### config.mk
export PLATFORM = sky130hd
export DESIGN_NAME = spr_dump
export DESIGN_NICKNAME = d
export VERILOG_FILES = /design/src/rtl/spr_dump.sv
export SDC_FILE = /design/constraint.sdc
export NUM_CORES = 1
export LEC_CHECK = 0
export CAP_MARGIN = 20
export CELL_PAD_IN_SITES_DETAIL_PLACEMENT = 1
export CELL_PAD_IN_SITES_GLOBAL_PLACEMENT = 2
export CORE_ASPECT_RATIO = 1.1
export CORE_UTILIZATION = 32
export CTS_CLUSTER_SIZE = 12
export DETAILED_ROUTE_END_ITERATION = 6
export MAX_ROUTING_LAYER = met4
export PLACE_DENSITY = 0.91
export SLEW_MARGIN = 20
export SYNTH_ARGS = -nofsm -noshare
export SYNTH_HDL_FRONTEND = slang
export SYNTH_SLANG_ARGS = --single-unit
### constraint.sdc
create_clock -name clk -period 6.8 [get_ports clk]
set_clock_uncertainty 0.05 [all_clocks]
set_input_delay 1.7 -clock clk [delete_from_list [all_inputs] [get_ports clk]]
set_output_delay 1.7 -clock clk [all_outputs]
set_load 0.1 [all_outputs]
### src/rtl/spr_dump.sv
// Walks the SPRs selected by a mask in ascending order, reading each through the shared
// spr_ram read port and emitting one {index, data} beat per register on a valid/ready stream.
module spr_dump #(
  parameter int unsigned RD_LAT = 1
) (
  input  logic        clk,
  input  logic        rst_n,
  input  logic        start,
  input  logic [31:0] sel_mask,
  output logic [4:0]  Sa,
  input  logic [31:0] Sout,
  output logic        Slock,
  output logic        m_valid,
  input  logic        m_ready,
  output logic [4:0]  m_idx,
  output logic [31:0] m_data,
  output logic        m_last,
  output logic        busy,
  output logic        done
);

  typedef enum logic [1:0] {StIdle, StRead, StHold, StFin} state_e;

  // Sa is held for RD_LAT+1 cycles; capture happens on the final one.
  localparam logic [1:0] WaitLast = 2'(RD_LAT);

  state_e      state;
  logic [31:0] rem;
  logic [1:0]  wait_cnt;
  logic [31:0] cur_bit;
  logic        rem_single;

  // Index 0 has the highest priority.
  function automatic logic [4:0] lowest_set(input logic [31:0] v);
    logic [4:0] idx;
    idx = '0;
    for (int i = 31; i >= 0; i--) begin
      if (v[i]) idx = 5'(i);
    end
    return idx;
  endfunction

  assign cur_bit    = 32'd1 << Sa;
  // Only evaluated while rem still holds the bit being captured, so rem is non-zero here.
  assign rem_single = ((rem & (rem - 32'd1)) == 32'd0);

  assign busy  = (state != StIdle);
  assign Slock = busy;

  always_ff @(posedge clk or negedge rst_n) begin
    if (!rst_n) begin
      state    <= StIdle;
      rem      <= '0;
      wait_cnt <= '0;
      Sa       <= '0;
      m_valid  <= 1'b0;
      m_idx    <= '0;
      m_data   <= '0;
      m_last   <= 1'b0;
      done     <= 1'b0;
    end else begin
      done <= 1'b0;
      case (state)
        StIdle: begin
          if (start) begin
            if (sel_mask != 32'd0) begin
              rem      <= sel_mask;
              Sa       <= lowest_set(sel_mask);
              wait_cnt <= '0;
              state    <= StRead;
            end else begin
              state <= StFin;
            end
          end
        end
        StRead: begin
          if (wait_cnt == WaitLast) begin
            m_data  <= Sout;
            m_idx   <= Sa;
            m_last  <= rem_single;
            m_valid <= 1'b1;
            rem     <= rem & ~cur_bit;
            state   <= StHold;
          end else begin
            wait_cnt <= wait_cnt + 2'd1;
          end
        end
        StHold: begin
          if (m_ready) begin
            m_valid <= 1'b0;
            if (rem == 32'd0) begin
              state <= StFin;
            end else begin
              // Present the next address on the handshake edge to save a cycle.
              Sa       <= lowest_set(rem);
              wait_cnt <= '0;
              state    <= StRead;
            end
          end
        end
        StFin: begin
          done  <= 1'b1;
          state <= StIdle;
        end
        default: state <= StIdle;
      endcase
    end
  end

endmodule

# Yosys cells after proc, flatten, opt, wreduce, memory -nomap -nowiden
# Index checks and enable logic that the tools add are counted.
[totals]
reg_bits = 81
output_inout_bits = 47
word_cells = 129
inputBits = 68
[op_classes]
eq_ne = 10
reduce_logical = 15
n_mux = 89
n_shift = 1
bitwise = 3
addsub = 2
[op_table]
columns = ["cell", "n"]
rows = [
  ["5-bit 2-to-1 mux", 68],
  ["32-bit 2-to-1 mux", 3],
  ["32-bit bitwise AND", 2],
  ["32-bit zero test", 2],
  ["32-bit case mux with 2 select lines", 1],
  ["32-bit inverter", 1],
  ["32-bit nonzero test", 1],
  ["1-bit by 5-bit << shifter with 32-bit output (first input constant)", 1],
  ["32-bit by 1-bit subtractor with 32-bit output (second input constant)", 1],
  ["2-bit 2-to-1 mux", 10],
  ["2-bit != test (second input constant)", 6],
  ["5-bit case mux with 2 select lines", 1],
  ["2-bit case mux with 4 select lines", 1],
  ["2-bit nonzero test", 4],
  ["2-bit case mux with 3 select lines", 1],
  ["3-bit AND reduction", 2],
  ["6-bit AND reduction", 1],
  ["5-bit AND reduction", 1],
  ["2-bit by 1-bit equality test with 1-bit output (second input constant)", 2],
  ["2-bit equality test (second input constant)", 2],
  ["4-bit AND reduction", 1],
  ["1-bit 2-to-1 mux", 3],
  ["3-bit nonzero test", 1],
  ["2-bit by 1-bit adder with 2-bit output (second input constant)", 1],
  ["other kinds (3)", 3],
]

# Longest topological paths before layout
# Gate-level depths: netlist (run 1).
[depth]
ltp_word = 35
mapped_depth = 9
depth_no_buf = 8

# Worst setup path before layout (run 1)
# OpenSTA, ideal clock, no wires.
[synth_path]
kind = "input to register"
start = "input sel_mask[11]"
end = "register rem[3]"
stages = 9
slack_ns = 3.163
n_path_buf = 2
t_arrival_ns = 3.466
required_time_ns = 6.629
setup_ns = 0.121
cell_sequence = "or4_1 > nor2_1 > nand2_1 > nor3_1 > a21oi_1 > and2_1 > clkbuf_1 > clkbuf_1 > a22o_2"
[synth_between]
elab_chain_len = 3
[synth_lines]
columns = ["element", "line_no", "source"]
rows = [
  ["start: declaration", "9", "input logic [31:0] sel_mask,"],
  ["32-bit nonzero test", "66", "if (sel_mask != 32'd0) begin"],
  ["2-bit != test (no line)", "-", ""],
  ["4-bit AND reduction (no line)", "-", ""],
  ["end signal: assignment", "67", "rem <= sel_mask;"],
  ["end signal: assignment", "82", "rem <= rem & ~cur_bit;"],
  ["end: declaration", "28", "logic [31:0] rem;"],
]
# Every way passes these cells.
# A chain may end at the register's enable or synchronous reset.

# Final worst setup path (run 1)
# Ends and elaborated chain as after synthesis.

==> flow_metrics.py, run 1 <==
metrics = {
    "timing": {
        "holdWs_ns": 0.436,
        "timing_hold_violations_final": 0,
        "fin_crit_ns": 4.24,
        "setup_total_negative_slack_ns": 0,
        "tightestPinTransition_ns": 1.00,
        "timing.final.max_slew_violations": 0,
        "slew_headroom_pct": 33.0,
        "grt_setup_unrepaired": "no",
        "max_clock_freq_mhz": 236,
        "min_period_over_period_pct": 62.4,
        "final-setup-viol-count": 0,
    },
    "cts": {
        "htree_levels": 3,
        "cts_tree": "built",
        "clock_path_buffers": 2,
        "clk-insertion-delay-late_ns": 0.35,
        "post_cts_buffers": 0,
        "ctsRootBufferMaster": "sky130_fd_sc_hd__clkbuf_16",
        "post_cts.resized_instances": 0,
        "tritoncts.num_buffers": 9,
        "clkTransAtPathRegs_ns": 0.06,
        "clkSinkCount": 81,
        "number_of_buffers_inserted_by_hold_repair_at_cts": 0,
    },
    "worst_hold_path": {
        "worstHoldPathType": "register to register",
    },
    "synth": {
        "syn-cell-area_mm2": 0.00457,
        "yosysWarnings": 0,
        "synth_compound_gate_area_share_pct": 21.4,
        "post_syn_nets": 551,
        "synth.area.mux_share_pct": 10.9,
        "synth-simple-area-share_pct": 19.1,
        "netlist.area_leader.share_pct": 44.4,
        "yosys-top-cells-area": "sky130_fd_sc_hd__dfrtp_1 (44%), sky130_fd_sc_hd__mux2_2 (10%), sky130_fd_sc_hd__a22o_1 (5.9%)",
        "synth-main-ff-cell": "sky130_fd_sc_hd__dfrtp_1",
        "instance_count_of_the_mapped_netlist": 482,
        "synth_sequential_area_ratio_pct": 44.4,
        "synth_xor_xnor_area_share_pct": 0,
        "synth_adder_area_share_pct": 0.740,
        "ys_ff_latch": 81,
        "largest_family_of_logic_cells_by_synthesized_area": "compound AO/OA/AOI/OAI gates",
        "async_reset_ff_share_pct": 100,
        "synth-edff-count": 0,
        "netlist-cell-type-count": 55,
        "yosysTopAreaCell": "sky130_fd_sc_hd__dfrtp_1",
        "syn-mean-instance-area_um2": 9.47,
    },
    "worst_setup_path": {
        "critical_path_peak_fanout": 33,
        "path_class": "input pin to register",
        "cp.arrival_ns": 4.43,
        "start_kind": "input pin",
        "worst-endpoint-required_ns": 6.98,
        "crit_path_end_kind": "register",
    },
    "global_route": {
        "grt_start_max_net_pins": 82,
        "global_route.overflow_total": 0,
        "grt_antenna_before_repair": 0,
        "track_usage_pct": 22.6,
        "vias_in_the_first_global_route": 4409,
        "grt_pass1_wl_mm": 24.3,
    },
    "pwr": {
        "power.density_mw_per_mm2": 587,
        "vdd.ir_drop.worst_uv": 343,
        "power_leakage_nw": 2.44,
    },
    "die": {
        "die_width_um": 116,
        "die-height_um": 127,
        "fp.dieArea_mm2": 0.0147,
        "floorplan.io_pins": 115,
        "fp.coreArea_mm2": 0.0139,
        "placement_row_count": 45,
        "initial_utilization_pct": 33.0,
    },
    "route": {
        "drt_iter0_drc": 209,
        "detailedRoute.firstPassIterationCount": 5,
        "drtAntennaViolNets": 0,
        "drt_drc_violations_left": 0,
        "vias": 4276,
        "drt_wl_total_mm": 15.3,
        "post_drt_via_cell_ratio": 5.50,
        "detail_route.wl_per_cell_um": 19.6,
    },
    "final_layout": {
        "drive_gt1_share_pct": 13.4,
        "antenna_cells": 0,
        "synthToLayoutAreaGrowth_pct": 35.5,
        "layout_commonest_cell": "sky130_fd_sc_hd__clkdlybuf4s50_1",
        "fin_nets": 653,
        "most-common-layout-cells": "sky130_fd_sc_hd__clkdlybuf4s50_1 (113), sky130_fd_sc_hd__dfrtp_1 (81), sky130_fd_sc_hd__o21ai_0 (54)",
    },
    "place": {
        "finalWeightedCongestion": 0.969,
        "buffer_ports.inserted": 114,
        "final_hpwl_dp_mm": 11.7,
    },
    "run": {
        "drv_cap": 0,
    },
    "status": {
        "status": "finished clean",
    },
}
per-stage QoR:
stage	util (%)	area (um^2)	cells	total power [mW]	setup WS, ns
floorplan	-	4570	482	2.54	3.16
global placement	42.3	5870	761	3.06	2.07
detailed placement	42.3	5870	761	3.12	2.01
CTS	44.6	6180	777	3.65	2.34
global route	44.7	6180	777	3.81	2.39
finish	44.7	6180	777	3.63	2.56
synth_stat cells (3+ instances only):
cell type	number
sky130_fd_sc_hd__o21a_1	5
sky130_fd_sc_hd__nor4_1	14
sky130_fd_sc_hd__o31ai_1	5
sky130_fd_sc_hd__nor3_1	17
sky130_fd_sc_hd__a22o_1	31
sky130_fd_sc_hd__or2_2	3
sky130_fd_sc_hd__mux2_2	42
sky130_fd_sc_hd__buf_1	5
sky130_fd_sc_hd__inv_1	15
sky130_fd_sc_hd__or4_1	3
sky130_fd_sc_hd__nand3b_1	7
sky130_fd_sc_hd__nor2b_1	4
sky130_fd_sc_hd__o221ai_1	3
sky130_fd_sc_hd__nand2b_1	7
sky130_fd_sc_hd__clkbuf_1	19
sky130_fd_sc_hd__dfrtp_1	81
sky130_fd_sc_hd__and2_1	3
sky130_fd_sc_hd__nand4_1	3
sky130_fd_sc_hd__a21oi_1	24
sky130_fd_sc_hd__a2111oi_0	3
sky130_fd_sc_hd__nand3_1	5
sky130_fd_sc_hd__o21ai_0	54
sky130_fd_sc_hd__o41ai_1	4
sky130_fd_sc_hd__nand2_1	54
sky130_fd_sc_hd__nor2_1	33
metal layers:
metal / vias up / wire, um / track usage, % / part of all wire, %
met5: - / 0 / - / 0
met4: 0 / 252 / 7.01 / 1.7
met3: 20 / 541 / 2.99 / 3.5
met2: 100 / 7740 / 37.0 / 51
met1: 2161 / 6730 / 28.8 / 44
li1: 1995 / - / - / -
power by group:
group / leakage [nW] / total, mW / internal (mW) / switching (mW)
combinational: 1.29 / 2.13 / 0.653 / 1.47
sequential: 0.995 / 0.987 / 0.699 / 0.287
clock: 0.151 / 0.516 / 0.300 / 0.217
total: 2.44 / 3.63 / 1.65 / 1.98
kinds of logic after synthesis:
| family | after synthesis |
|---|---|
| and+or+nand+nor | 166 |
| adders and majority gates | 3 |
| muxes | 44 |
| DFF | 81 |
| buffers and inverters | 41 |
| AOI/OAI and AO/OA | 147 |
registers in the layout, summed over array words and instances (netlist names):
| signal | count |
|---|---|
| m_data | 32 |
| rem | 32 |
| Sa | 5 |
| m_idx | 5 |
| state | 2 |
| wait_cnt | 2 |
| done | 1 |
| m_last | 1 |
| m_valid | 1 |
worst max-delay path: stages:
cell,delay (ns)
sky130_fd_sc_hd__clkdlybuf4s50_1,0.53
sky130_fd_sc_hd__or4_1,0.62
sky130_fd_sc_hd__nor2_1,0.20
sky130_fd_sc_hd__nand2_1,0.07
sky130_fd_sc_hd__nor3_1,0.24
sky130_fd_sc_hd__a21oi_2,0.05
sky130_fd_sc_hd__buf_4,0.23
sky130_fd_sc_hd__and2_2,0.43
sky130_fd_sc_hd__a22o_2,0.34
final timing paths:
kind / start / to / slack, ns / cells past startpoint
setup / recovery: sel_mask[11] / rem[3] / 2.56 / 9
max in group asynchronous: rst_n / m_idx[1] / 4.81 / 1
hold reg to reg: m_valid / m_valid / 0.44 / 2
min in group asynchronous: rst_n / rem[29] / 1.32 / 1
setup reg to reg: rem[3] / m_last / 3.63 / 7
hold / removal: m_valid / m_valid / 0.44 / 2
final cells by class:
class,instances,area (um^2)
clock buffer,10,239
clock inverter,6,75.1
fill,1607,7670
inverter,15,56.3
multi-input combinational,360,2390
sequential,81,2030
tap,188,235
timing repair buffer,117,1160
Note: power is estimated with default switching activity, not from simulation.
==> inputs of run 2 (changes only) <==
Settings changed: CORE_UTILIZATION 32 to 27, PLACE_DENSITY 0.91 to 0.83.
Clock period 6.8 ns to 3.6 ns, I/O delays scaled along.
==> run 2 against run 1 <==
Net effect:
- non-clock buffer count is 12 higher
- via count is essentially flat
- combinational power rose by 89%
- critical endpoint is now rem[22]
- register-to-register slack worse by 2.9 ns
- routed wire length rose by 6.0%
==> flow_metrics.py, run 2 (same netlist as run 1, synthesis figures left out) <==
metrics = {
    "global_route": {
        "track_usage_pct": 20.2,
        "grt_use_met2_pct": 32.2,
        "vias_in_the_first_global_route": 4577,
        "grt_pass1_wl_mm": 26.3,
        "most_crowded_layer_gr": "met2",
        "global_route.overflow_total": 0,
        "met1_usage_in_global_routing_pct": 25.2,
        "grtUsageMet3_pct": 2.90,
        "grt_antenna_before_repair": 0,
        "grt_start_max_net_pins": 82,
    },
    "pwr": {
        "p_switching_mw": 3.75,
        "power.density_mw_per_mm2": 1110,
        "power_report.internal_total_mw": 3.12,
        "combinational_fraction_of_design_power_pct": 58.5,
        "power.share.sequential_pct": 27.0,
        "power.share.clock_pct": 14.5,
        "swShare_pct": 54.6,
        "vdd.ir_drop.worst_uv": 863,
        "p_total_mw": 6.87,
        "power_leakage_nw": 2.56,
    },
    "worst_hold_path": {
        "worstHoldPathType": "register to register",
        "min_path_cells": 1,
    },
    "place": {
        "buffer_ports.inserted": 114,
        "finalWeightedCongestion": 0.875,
        "postPlaceCellArea_mm2": 0.00587,
        "final_hpwl_dp_mm": 12.4,
    },
    "final_layout": {
        "antenna_cells": 0,
        "most-common-layout-cells": "sky130_fd_sc_hd__dfrtp_1 (81), sky130_fd_sc_hd__clkdlybuf4s50_1 (66), sky130_fd_sc_hd__buf_4 (61)",
        "fin_nets": 665,
        "drive_gt1_share_pct": 22.7,
        "synthToLayoutAreaGrowth_pct": 35.6,
        "layout_top_registers": "m_data: 32 flops, rem: 32 flops",
        "layout.cell_area.non_filler_mm2": 0.00619,
        "layout_commonest_cell": "sky130_fd_sc_hd__dfrtp_1",
    },
    "cts": {
        "post_cts.resized_instances": 0,
        "number_of_buffers_inserted_by_hold_repair_at_cts": 0,
        "clock_path_buffers": 2,
        "tritoncts.num_buffers": 9,
        "clkTransAtPathRegs_ns": 0.06,
        "clkSinkCount": 81,
        "clk-insertion-delay-late_ns": 0.35,
        "ctsRootBufferMaster": "sky130_fd_sc_hd__clkbuf_16",
        "htree_levels": 3,
        "cts_tree": "built",
        "post_cts_buffers": 0,
    },
    "die": {
        "floorplan.io_pins": 115,
        "die_width_um": 126,
        "fp.dieArea_mm2": 0.0174,
        "fp.coreArea_mm2": 0.0164,
        "die-height_um": 138,
        "initial_utilization_pct": 27.8,
        "placement_row_count": 49,
    },
    "run": {
        "drv_cap": 0,
    },
    "route": {
        "detailedRoute.firstPassIterationCount": 4,
        "vias": 4279,
        "post_drt_via_cell_ratio": 5.32,
        "drt_drc_violations_left": 0,
        "drt_iter0_drc": 229,
        "detail_route.wl_per_cell_um": 20.1,
        "drtAntennaViolNets": 0,
        "drt_wl_total_mm": 16.2,
    },
    "timing": {
        "timing_hold_violations_final": 0,
        "final-setup-viol-count": 0,
        "timing.final.max_slew_violations": 0,
        "grt_setup_unrepaired": "no",
        "max_clock_freq_mhz": 313,
        "fin_crit_ns": 3.20,
        "min_period_over_period_pct": 88.8,
        "tightestPinTransition_ns": 0.762,
        "slew_headroom_pct": 49.2,
        "setup_total_negative_slack_ns": 0,
    },
    "worst_setup_path": {
        "critical-path-top-cell-by-count": "sky130_fd_sc_hd__and2_1",
        "critical_path_cell_count": 9,
        "reg2reg_depth": 7,
        "worst-endpoint-required_ns": 3.78,
        "cp.arrival_ns": 3.38,
        "critical_path_peak_fanout": 32,
        "crit_path_end_kind": "register",
        "slowest_delay_ns": 0.62,
        "critical_path.slowest_cell": "sky130_fd_sc_hd__nor4_1",
        "crit_buf_inv": 2,
        "start_kind": "input pin",
        "path_class": "input pin to register",
        "cpLargestDelayFamily": "simple AND/OR/NAND/NOR gates",
        "timing.critical_path.cells": "clkdlybuf4s50_1 -> nor4_1 -> and2_1 -> nand3_1 -> nor3_1 -> a21oi_2 -> and2_1 -> buf_12 -> a22o_1",
    },
    "status": {
        "status": "finished clean",
    },
}
## run 2: cell types whose count changed in the layout (fill, tap and decap cells not counted)
| cell | delta |
|---|---|
| sky130_fd_sc_hd__buf_4 | +58 |
| sky130_fd_sc_hd__clkdlybuf4s50_1 | -47 |
| sky130_fd_sc_hd__and2_1 | +1 |
| sky130_fd_sc_hd__and2_2 | -1 |
| sky130_fd_sc_hd__buf_12 | +1 |
| sky130_fd_sc_hd__bufinv_16 | +1 |
| sky130_fd_sc_hd__clkbuf_8 | -1 |
| sky130_fd_sc_hd__clkinv_2 | +1 |
| sky130_fd_sc_hd__clkinvlp_4 | -1 |
| sky130_fd_sc_hd__inv_8 | -1 |
## run 2: metrics by stage
stage / setup slack, ns / instances / hold slack [ns] / util [%]
3_5_place_dp: 0.102 / 789 / 0.444 / 35.7
2_1_floorplan: 0.763 / 482 / 0.408 / -
4_1_cts: 0.460 / 804 / 0.458 / 37.7
5_1_grt: 0.278 / 804 / 0.466 / 37.7
3_3_place_gp: 0.0926 / 789 / 0.417 / 35.7
6_report: 0.402 / 804 / 0.451 / 37.7
## run 2: worst reg2reg max path, cell delays in order (launching register included)
cell and delay (ns):
sky130_fd_sc_hd__dfrtp_1 0.49, sky130_fd_sc_hd__nor4_4 0.51, sky130_fd_sc_hd__nand4_4 0.25, sky130_fd_sc_hd__o41ai_1 0.47, sky130_fd_sc_hd__o2111ai_1 0.20, sky130_fd_sc_hd__nor4_1 0.30, sky130_fd_sc_hd__o211ai_1 0.16, sky130_fd_sc_hd__o41ai_2 0.31
## run 2: cell type report
cell class              instances  area (um^2)
fillers                      1876        10200
multi-input cells             360         2390
flip-flops and latches         81         2030
repair buffers                129         1150
well taps                     204          255
clock buffers                   9          225
clock inverters                 6         91.3
inverters                      15         56.3
## run 2: power by group through the flow
stage | sequential [mW] | clock, mW | combinational [mW]
3_5_place_dp | 1.86 | 0 | 4.02
3_3_place_gp | 1.83 | 0 | 3.94
5_1_grt | 1.92 | 1.05 | 4.25
6_report | 1.86 | 0.997 | 4.02
4_1_cts | 1.85 | 1.03 | 4.03
2_1_floorplan | 3.24 | 0 | 1.55
## run 2: per-layer routing
layer | vias up | wire length [um]
li1 | 2011 | -
met5 | - | 0
met3 | 25 | 620
met1 | 2127 | 7200
met4 | 0 | 497
met2 | 116 | 7860
## run 2: final timing paths
path | start | end | slack (ns)
setup / recovery | sel_mask[19] | rem[22] | 0.40
hold / removal | wait_cnt[1] | wait_cnt[1] | 0.45
setup reg to reg | rem[6] | m_last | 0.77
hold reg to reg | wait_cnt[1] | wait_cnt[1] | 0.45
max in group asynchronous | rst_n | rem[9] | 2.43
min in group asynchronous | rst_n | rem[25] | 0.55
